--- src/rtl/div_pkg.sv ---
// Shared constants, state codes and helpers for the iterative divider.
package div_pkg;

    localparam int unsigned WIDTH        = 32;
    localparam int unsigned DoubleRegBus = 2 * WIDTH;
    localparam int unsigned CNT_W        = $clog2(WIDTH) + 1;

    localparam logic RstEnable         = 1'b1;
    localparam logic DivStart          = 1'b1;
    localparam logic DivStop           = 1'b0;
    localparam logic DivResultReady    = 1'b1;
    localparam logic DivResultNotReady = 1'b0;

    localparam logic [WIDTH-1:0] ZeroWord = WIDTH'(0);

    typedef enum logic [1:0] {
        DivFree   = 2'b00,
        DivByZero = 2'b01,
        DivOn     = 2'b10,
        DivEnd    = 2'b11
    } div_state_e;

    // HI/LO payload: remainder goes to HI, quotient to LO.
    typedef struct packed {
        logic [WIDTH-1:0] rem;
        logic [WIDTH-1:0] quo;
    } div_result_t;

    // Two's complement negation, modulo 2^WIDTH.
    function automatic logic [WIDTH-1:0] neg_word(input logic [WIDTH-1:0] v);
        return WIDTH'(ZeroWord - v);
    endfunction

    // Magnitude of an operand when dividing signed; raw value otherwise.
    function automatic logic [WIDTH-1:0] mag_word(input logic             is_signed,
                                                  input logic [WIDTH-1:0] v);
        return (is_signed && v[WIDTH-1]) ? neg_word(v) : v;
    endfunction

endpackage

--- src/rtl/div.sv ---
// Iterative restoring shift-subtract divider, one quotient bit per cycle.
// Ports:
//   clk, rst        rising-edge clock, synchronous active-high reset
//   signed_div_i    1 = signed (DIV), 0 = unsigned (DIVU); sampled with start
//   opdata1_i       dividend; sampled with start
//   opdata2_i       divisor; sampled with start
//   start_i         level request, held until ready_o is seen
//   annul_i         abort an in-flight division
//   result_o        {remainder, quotient}, registered
//   ready_o         result valid, registered
module div
    import div_pkg::*;
(
    input  logic                    clk,
    input  logic                    rst,
    input  logic                    signed_div_i,
    input  logic [WIDTH-1:0]        opdata1_i,
    input  logic [WIDTH-1:0]        opdata2_i,
    input  logic                    start_i,
    input  logic                    annul_i,
    output logic [DoubleRegBus-1:0] result_o,
    output logic                    ready_o
);

    div_state_e           state_q, state_d;
    logic [CNT_W-1:0]     cnt_q, cnt_d;
    logic [2*WIDTH:0]     dividend_q, dividend_d;
    logic [WIDTH-1:0]     divisor_q, divisor_d;
    logic                 neg_quo_q, neg_quo_d;
    logic                 neg_rem_q, neg_rem_d;
    div_result_t          result_d;
    logic                 ready_d;

    logic [WIDTH:0]       diff;
    logic [WIDTH-1:0]     quo_raw;
    logic [WIDTH-1:0]     rem_raw;

    // State and datapath registers.
    always_ff @(posedge clk) begin
        if (rst == RstEnable) begin
            state_q    <= DivFree;
            cnt_q      <= '0;
            dividend_q <= '0;
            divisor_q  <= '0;
            neg_quo_q  <= 1'b0;
            neg_rem_q  <= 1'b0;
            result_o   <= '0;
            ready_o    <= DivResultNotReady;
        end else begin
            state_q    <= state_d;
            cnt_q      <= cnt_d;
            dividend_q <= dividend_d;
            divisor_q  <= divisor_d;
            neg_quo_q  <= neg_quo_d;
            neg_rem_q  <= neg_rem_d;
            result_o   <= result_d;
            ready_o    <= ready_d;
        end
    end

    // Next-state, iteration step and output values.
    always_comb begin
        state_d    = state_q;
        cnt_d      = cnt_q;
        dividend_d = dividend_q;
        divisor_d  = divisor_q;
        neg_quo_d  = neg_quo_q;
        neg_rem_d  = neg_rem_q;
        result_d   = '0;
        ready_d    = DivResultNotReady;

        // Trial subtraction on the upper window; a set MSB means it does not fit.
        diff    = {1'b0, dividend_q[2*WIDTH-1:WIDTH]} - {1'b0, divisor_q};
        quo_raw = dividend_q[WIDTH-1:0];
        rem_raw = dividend_q[2*WIDTH:WIDTH+1];

        unique case (state_q)
            DivFree: begin
                if (start_i == DivStart && !annul_i) begin
                    if (opdata2_i == ZeroWord) begin
                        state_d = DivByZero;
                    end else begin
                        state_d    = DivOn;
                        cnt_d      = '0;
                        dividend_d = {ZeroWord, mag_word(signed_div_i, opdata1_i), 1'b0};
                        divisor_d  = mag_word(signed_div_i, opdata2_i);
                        neg_quo_d  = signed_div_i & (opdata1_i[WIDTH-1] ^ opdata2_i[WIDTH-1]);
                        neg_rem_d  = signed_div_i & opdata1_i[WIDTH-1];
                    end
                end
            end

            DivByZero: begin
                dividend_d = '0;
                state_d    = DivEnd;
            end

            DivOn: begin
                if (annul_i) begin
                    state_d = DivFree;
                    cnt_d   = '0;
                end else if (cnt_q != CNT_W'(WIDTH)) begin
                    if (diff[WIDTH]) begin
                        dividend_d = {dividend_q[2*WIDTH-1:0], 1'b0};
                    end else begin
                        dividend_d = {diff[WIDTH-1:0], dividend_q[WIDTH-1:0], 1'b1};
                    end
                    cnt_d = CNT_W'(cnt_q + CNT_W'(1));
                end else begin
                    // Quotient sign follows the operand signs, remainder follows the dividend.
                    result_d.quo = neg_quo_q ? neg_word(quo_raw) : quo_raw;
                    result_d.rem = neg_rem_q ? neg_word(rem_raw) : rem_raw;
                    ready_d      = DivResultReady;
                    state_d      = DivEnd;
                    cnt_d        = '0;
                end
            end

            DivEnd: begin
                if (start_i == DivStop) begin
                    state_d = DivFree;
                end else begin
                    result_d = result_o;
                    ready_d  = DivResultReady;
                end
            end

            default: state_d = DivFree;
        endcase
    end

endmodule

--- config.mk ---
export PLATFORM = sky130hd
export DESIGN_NAME = div
export DESIGN_NICKNAME = d
export VERILOG_FILES = /design/src/rtl/div_pkg.sv /design/src/rtl/div.sv
export SDC_FILE = /design/constraint.sdc
export NUM_CORES = 1
export LEC_CHECK = 0
export CORE_MARGIN = 5
export CORE_UTILIZATION = 40
export CTS_CLUSTER_SIZE = 20
export DETAILED_ROUTE_END_ITERATION = 7
export GPL_TIMING_DRIVEN = 0
export PLACE_DENSITY = 0.61
export SETUP_SLACK_MARGIN = 0.3
export SKIP_CTS_REPAIR_TIMING = 1
export SLEW_MARGIN = 10
export SYNTH_ARGS = -nofsm -noshare
export SYNTH_HDL_FRONTEND = slang
export SYNTH_SLANG_ARGS = --single-unit
--- constraint.sdc ---
create_clock -name clk -period 3.2 [get_ports clk]
set_clock_uncertainty 0.1 [all_clocks]
set_input_delay 0.48 -clock clk [delete_from_list [all_inputs] [get_ports clk]]
set_output_delay 0.48 -clock clk [all_outputs]
set_load 0.05 [all_outputs]
---- After elaboration in Yosys (flattened, before gate mapping) ----
Cells that the tools add are included.
storage, ports and cells
  bits in registers ....................... 172
  bits in latches ......................... 0
  memory bits (writable) .................. 0
  memory bits (read-only) ................. 0
  input bits .............................. 69
  output and inout bits ................... 65
  logic and storage cells ................. 69
  memories ................................ 0
operators by class
  add/subtract/negate cells ............... 6
  $mul .................................... 0
  divide/modulo/power cells ............... 0
  order comparisons ....................... 0
  eq/ne operators ......................... 10
  shift operators ......................... 0
  muxes and demuxes ....................... 29
  bitwise gates (word level) .............. 4
  reduce and logical (&&, ||, !) cells .... 12
operator list
  cell                                               count
  2-to-1 mux 65 bit                                  5
  one-hot mux 65 bit (3 select lines)                1
  2-to-1 mux 64 bit                                  3
  2-to-1 mux 32 bit                                  4
  one-hot mux 64 bit (2 select lines)                1
  subtractor 1 x 32 -> 32 bit, first input constant  4
  subtractor 32 x 32 -> 33 bit                       1
  logical NOT 32 bit                                 1
  2-to-1 mux 6 bit                                   4
  one-hot mux 6 bit (2 select lines)                 1
  2-to-1 mux 2 bit                                   5
  inequality test 2 bit, second input constant       5
  AND reduction 3 bit                                3
  one-hot mux 2 bit (4 select lines)                 1
  adder 6 x 1 -> 6 bit, second input constant        1
  inequality test 6 bit, second input constant       1
  AND reduction 5 bit                                1
  == test 2 bit, second input constant               2
  logical AND 1 bit                                  3
  2-to-1 mux 1 bit                                   3
  inequality test 3 bit, second input constant       1
  nonzero test 3 bit                                 1
  AND 1 bit                                          2
  == test 2 x 1 -> 1 bit, second input constant      1
  6 further kinds                                    6

---- Logic depth before layout (Yosys ltp) ----
  depth in word-level cells ............... 5
  gate-level depth with buffers ........... 14
  gate-level depth less buffers ........... 13

---- Least setup slack after synthesis ----
OpenSTA, ideal clock, no wires.
  path type ............................... reg-to-reg
  from .................................... reg dividend_q[43]
  to ...................................... reg dividend_q[35]
  library setup time ...................... 0.117 ns
  data arrival time ....................... 2.877 ns
  data required time ...................... 2.983 ns
  path slack .............................. 0.106 ns
  cell stages (with the launch flop) ...... 13
  path buffers ............................ 2
  clock period less this slack ............ 3.094 ns
  path through ............................ dfxtp_1 -> ha_1 -> clkbuf_1 -> a21oi_1 -> o21ai_1 -> a21o_1 -> a21oi_1 -> nor2b_1 -> a211o_1 -> o41ai_2 -> clkbuf_1 -> o21ai_0 -> a22o_1
on the way
  cells in the longest elaborated chain, start to end .. 5
ends and longest elaborated chain
  item                                 line        source
  start: declaration                   div.sv:27   logic [2*WIDTH:0] dividend_q, dividend_d;
  start signal: assignment             div.sv:52   dividend_q <= dividend_d;
  subtractor 32 x 32 -> 33 bit         div.sv:73   diff = {1'b0, dividend_q[2*WIDTH-1:WIDTH]} - {1'b0, divisor_q};
  2-to-1 mux 65 bit                    div.sv:103  if (diff[WIDTH]) begin
  2-to-1 mux 65 bit                    div.sv:102  end else if (cnt_q != CNT_W'(WIDTH)) begin
  2-to-1 mux 65 bit                    div.sv:99   if (annul_i) begin
  one-hot mux 65 bit (3 select lines)  div.sv:77   unique case (state_q)
Every way passes these cells. The select of a mux whose other input is x is not followed.
A chain may end at the register's enable or synchronous reset.

---- Final worst setup path ----
  from .................................... reg dividend_q[54]
  to ...................................... reg dividend_q[50]
The elaborated chain is that of the path after synthesis.

==> reports/qor.yml <==
synth_top_area_share_pct: 32.66
ir_worst_vdd_uv: 281.5
post_drt_wl_per_cell_um: 17.76
busiest_layer: "met1"
clock-sinks: 172
seqCellArea_sq_um: 3505
cts_root_buf: "clkbuf_16"
fp.coreArea_sq_um: 25980
dieHeight_um: 172.3
multi_input_area_sq_um: 7184
worstSkewPairLatency_ns: 0.43
die_x_um: 172.3
report.power.total_uw: 7220
critPathArrivalTime_ns: 3.21
tightestPinTransition_ns: 0.7578
clkTransAtPathRegs_ns: 0.07
drtIter0Drc: 715
antenna_left: 0
vias_per_cell: 5.540
dpl.hpwl_um: 24960
syn-cell-area_sq_um: 10540
status: "finished clean"
placed_area_sq_um: 12310
grt_pass1_vias: 9159
fmax_mhz: 334.7
synth-edff-count: 0
rsz0062_at_grt: "true"
ys.flop_type: "dfxtp_1"
drv_cap: 0
grt_pass1_wl_um: 48980
setup_violations: 0
slew_headroom_pct: 49.48
cp_slowest_cell: "dfxtp_1"
seq_area_frac_synth_pct: 32.66
antenna_found_initial: 0
clk_path_buf_depth: 2
synthTopCellsByArea: "dfxtp_1 (33%), xnor2_1 (8.6%), nor2_1 (5.2%), ha_1 (5.1%), nand2_1 (4.3%)"
placedCellCount: 1780
hold_path_class: "primary input to register"
hold_violations: 0
grt_use_total_pct: 20.59
fin_tns_setup_ns: 0
cp-start-kind: "register"
cp_data_required_time_ns: 3.42
die-area_sq_um: 29700
grtUsageMet2_pct: 29.60
ys_warn_count: 0
grt.overflow.total: 0
dr.pass1.iters: 6
num-nets-final: 1614
met3_usage_pct: 3.475
slew_violations: 0
ios: 134
synth_cells: 1313
fin_area_sq_um: 14040
async_flop_share_pct: 0
htreeDepth: 4
layoutNonFillerInstCount: 1849
start_util_pct: 40.57
syn_avg_cell_area_sq_um: 8.028
nFillCells: 2445
area_delta_synth_final_pct: 33.23
tritoncts: "done"
vias: 10240
drive_gt1_share_pct: 15.98
synth_nets: 1426
synth.distinct_cells: 67
core.rowCount: 59
crit_chain: "ha_1 -> and3_1 -> nand2_1 -> nor3_1 -> nor2b_1 -> a211o_1 -> o41ai_4 -> buf_4 -> buf_6 -> buf_8 -> o21ai_2 -> a32o_1"
criticalPathCategory: "register to register"
setup_ws_ns: 0.2119
fin_crit_ns: 2.988
cellLeakagePower_uw: 0.005427
met1_usage_pct: 31.80
numCtsBuffers: 17
wl_um: 32840
grt_max_degree: 17
critical_path.max_fanout: 5
ys_seq_elements: 172
max_stage_delay_ns: 0.52
power_density_nw_per_um2: 514.1
n_antenna_cell: 0
portBuffers: 132
drc: 0
yosys.area.top_type: "dfxtp_1"
post-route-period-util_pct: 93.38
preCtsSetupSlack_ns: -0.7597
place.gp.congestion: 0.9242
endpoint_kind: "register"
## path summary, 6_finish.rpt
check                                    start              to  slack (ns)  depth (start not counted)
worst max register to register  dividend_q[54]  dividend_q[50]        0.21                         12
worst min-delay path             opdata2_i[21]   divisor_q[21]        0.33                          3
worst min register to register   divisor_q[26]   divisor_q[26]        0.37                          2
worst max-delay path            dividend_q[54]  dividend_q[50]        0.21                         12
## per-stage QoR
step                util [%]  hold WS (ns)
floorplan                  -        0.3319
global placement       47.37        0.3456
detailed placement     47.37        0.3604
CTS                    49.66        0.3711
global route           54.05        0.3594
finish                 54.05        0.3313
## power by group
part | total, uW | switching, uW | leakage (uW) | internal [uW]
Sequential | 2530 | 216 | 0.00141 | 2320
Clock | 2140 | 944 | 0.000293 | 1190
Combinational | 2550 | 1510 | 0.00372 | 1040
Total | 7220 | 2670 | 0.00543 | 4550
## area by class of cell
type,instances,share of cell area [%]
buffer,76,3.118
clock buffer,19,3.154
clock inverter,13,1.087
inverter,56,1.497
multi-input combinational,1009,51.15
sequential,172,24.95
tap,335,2.984
timing repair buffer,169,12.05
## critical path, delay by kind of cell, from the launching register on
kind                     cells  cell delay [ns]
adder cells (fa/ha/maj)      1             0.34
AND/OR/NAND/NOR              4             0.47
buffers and inverters        3             0.45
flip-flops                   1             0.52
AO/OA/AOI/OAI                4             0.99
## flip-flops by register name (all words and copies together) (netlist names)
| name | count |
|---|---|
| cnt_q | 6 |
| ready_o | 1 |
| result_o | 64 |
| divisor_q | 32 |
| neg_quo_q | 1 |
| neg_rem_q | 1 |
| dividend_q | 65 |
| state_q | 2 |
## layer usage
layer | vias up | wire length (um)
li1 | 5123 | -
met2 | 305 | 13960
met1 | 4782 | 16340
met5 | - | 0
met3 | 33 | 2068
met4 | 0 | 479
## synthesized netlist by cell type (3+ instances only)
master,count
buf_2,7
o21ai_0,62
nand4_1,4
mux2i_1,4
a32oi_1,10
nand3b_1,3
ha_1,43
o41ai_1,14
dfxtp_1,172
xor2_1,50
a22oi_1,49
nand3_1,20
buf_4,4
o31ai_1,21
a311oi_1,7
and2_1,9
a22o_1,41
nor4_1,8
nand2_1,120
nor3_1,33
and3_1,5
o21ai_1,29
a31oi_1,10
nor2b_1,4
a21oi_1,71
inv_1,54
and4_1,3
a211oi_1,38
nand2b_1,10
a221oi_1,11
xnor2_1,103
clkbuf_1,61
nor2_1,146
or4_1,9
a21o_1,18
or3_1,19
## cells in the final DEF (no fill, tap or decap), drive strengths merged, types with 49 or more instances in the layout
cell,count
clkdlybuf4s50,125
buf,54
nand2,121
inv,63
xnor2,103
a22oi,49
clkbuf,77
a21oi,71
o21ai,93
nor2,146
dfxtp,172
xor2,50
## kinds of logic after synthesis
group | after synthesis | share of synthesized area [%]
buffers and inverters | 132 | 5.092
muxes | 4 | 0.3798
DFF | 172 | 32.66
and+or+nand+nor | 405 | 17.60
xor gates and xnor gates | 153 | 12.71
AOI/OAI and AO/OA | 403 | 26.26
adders and majority gates | 44 | 5.294
(Power assumes the default switching activity.)
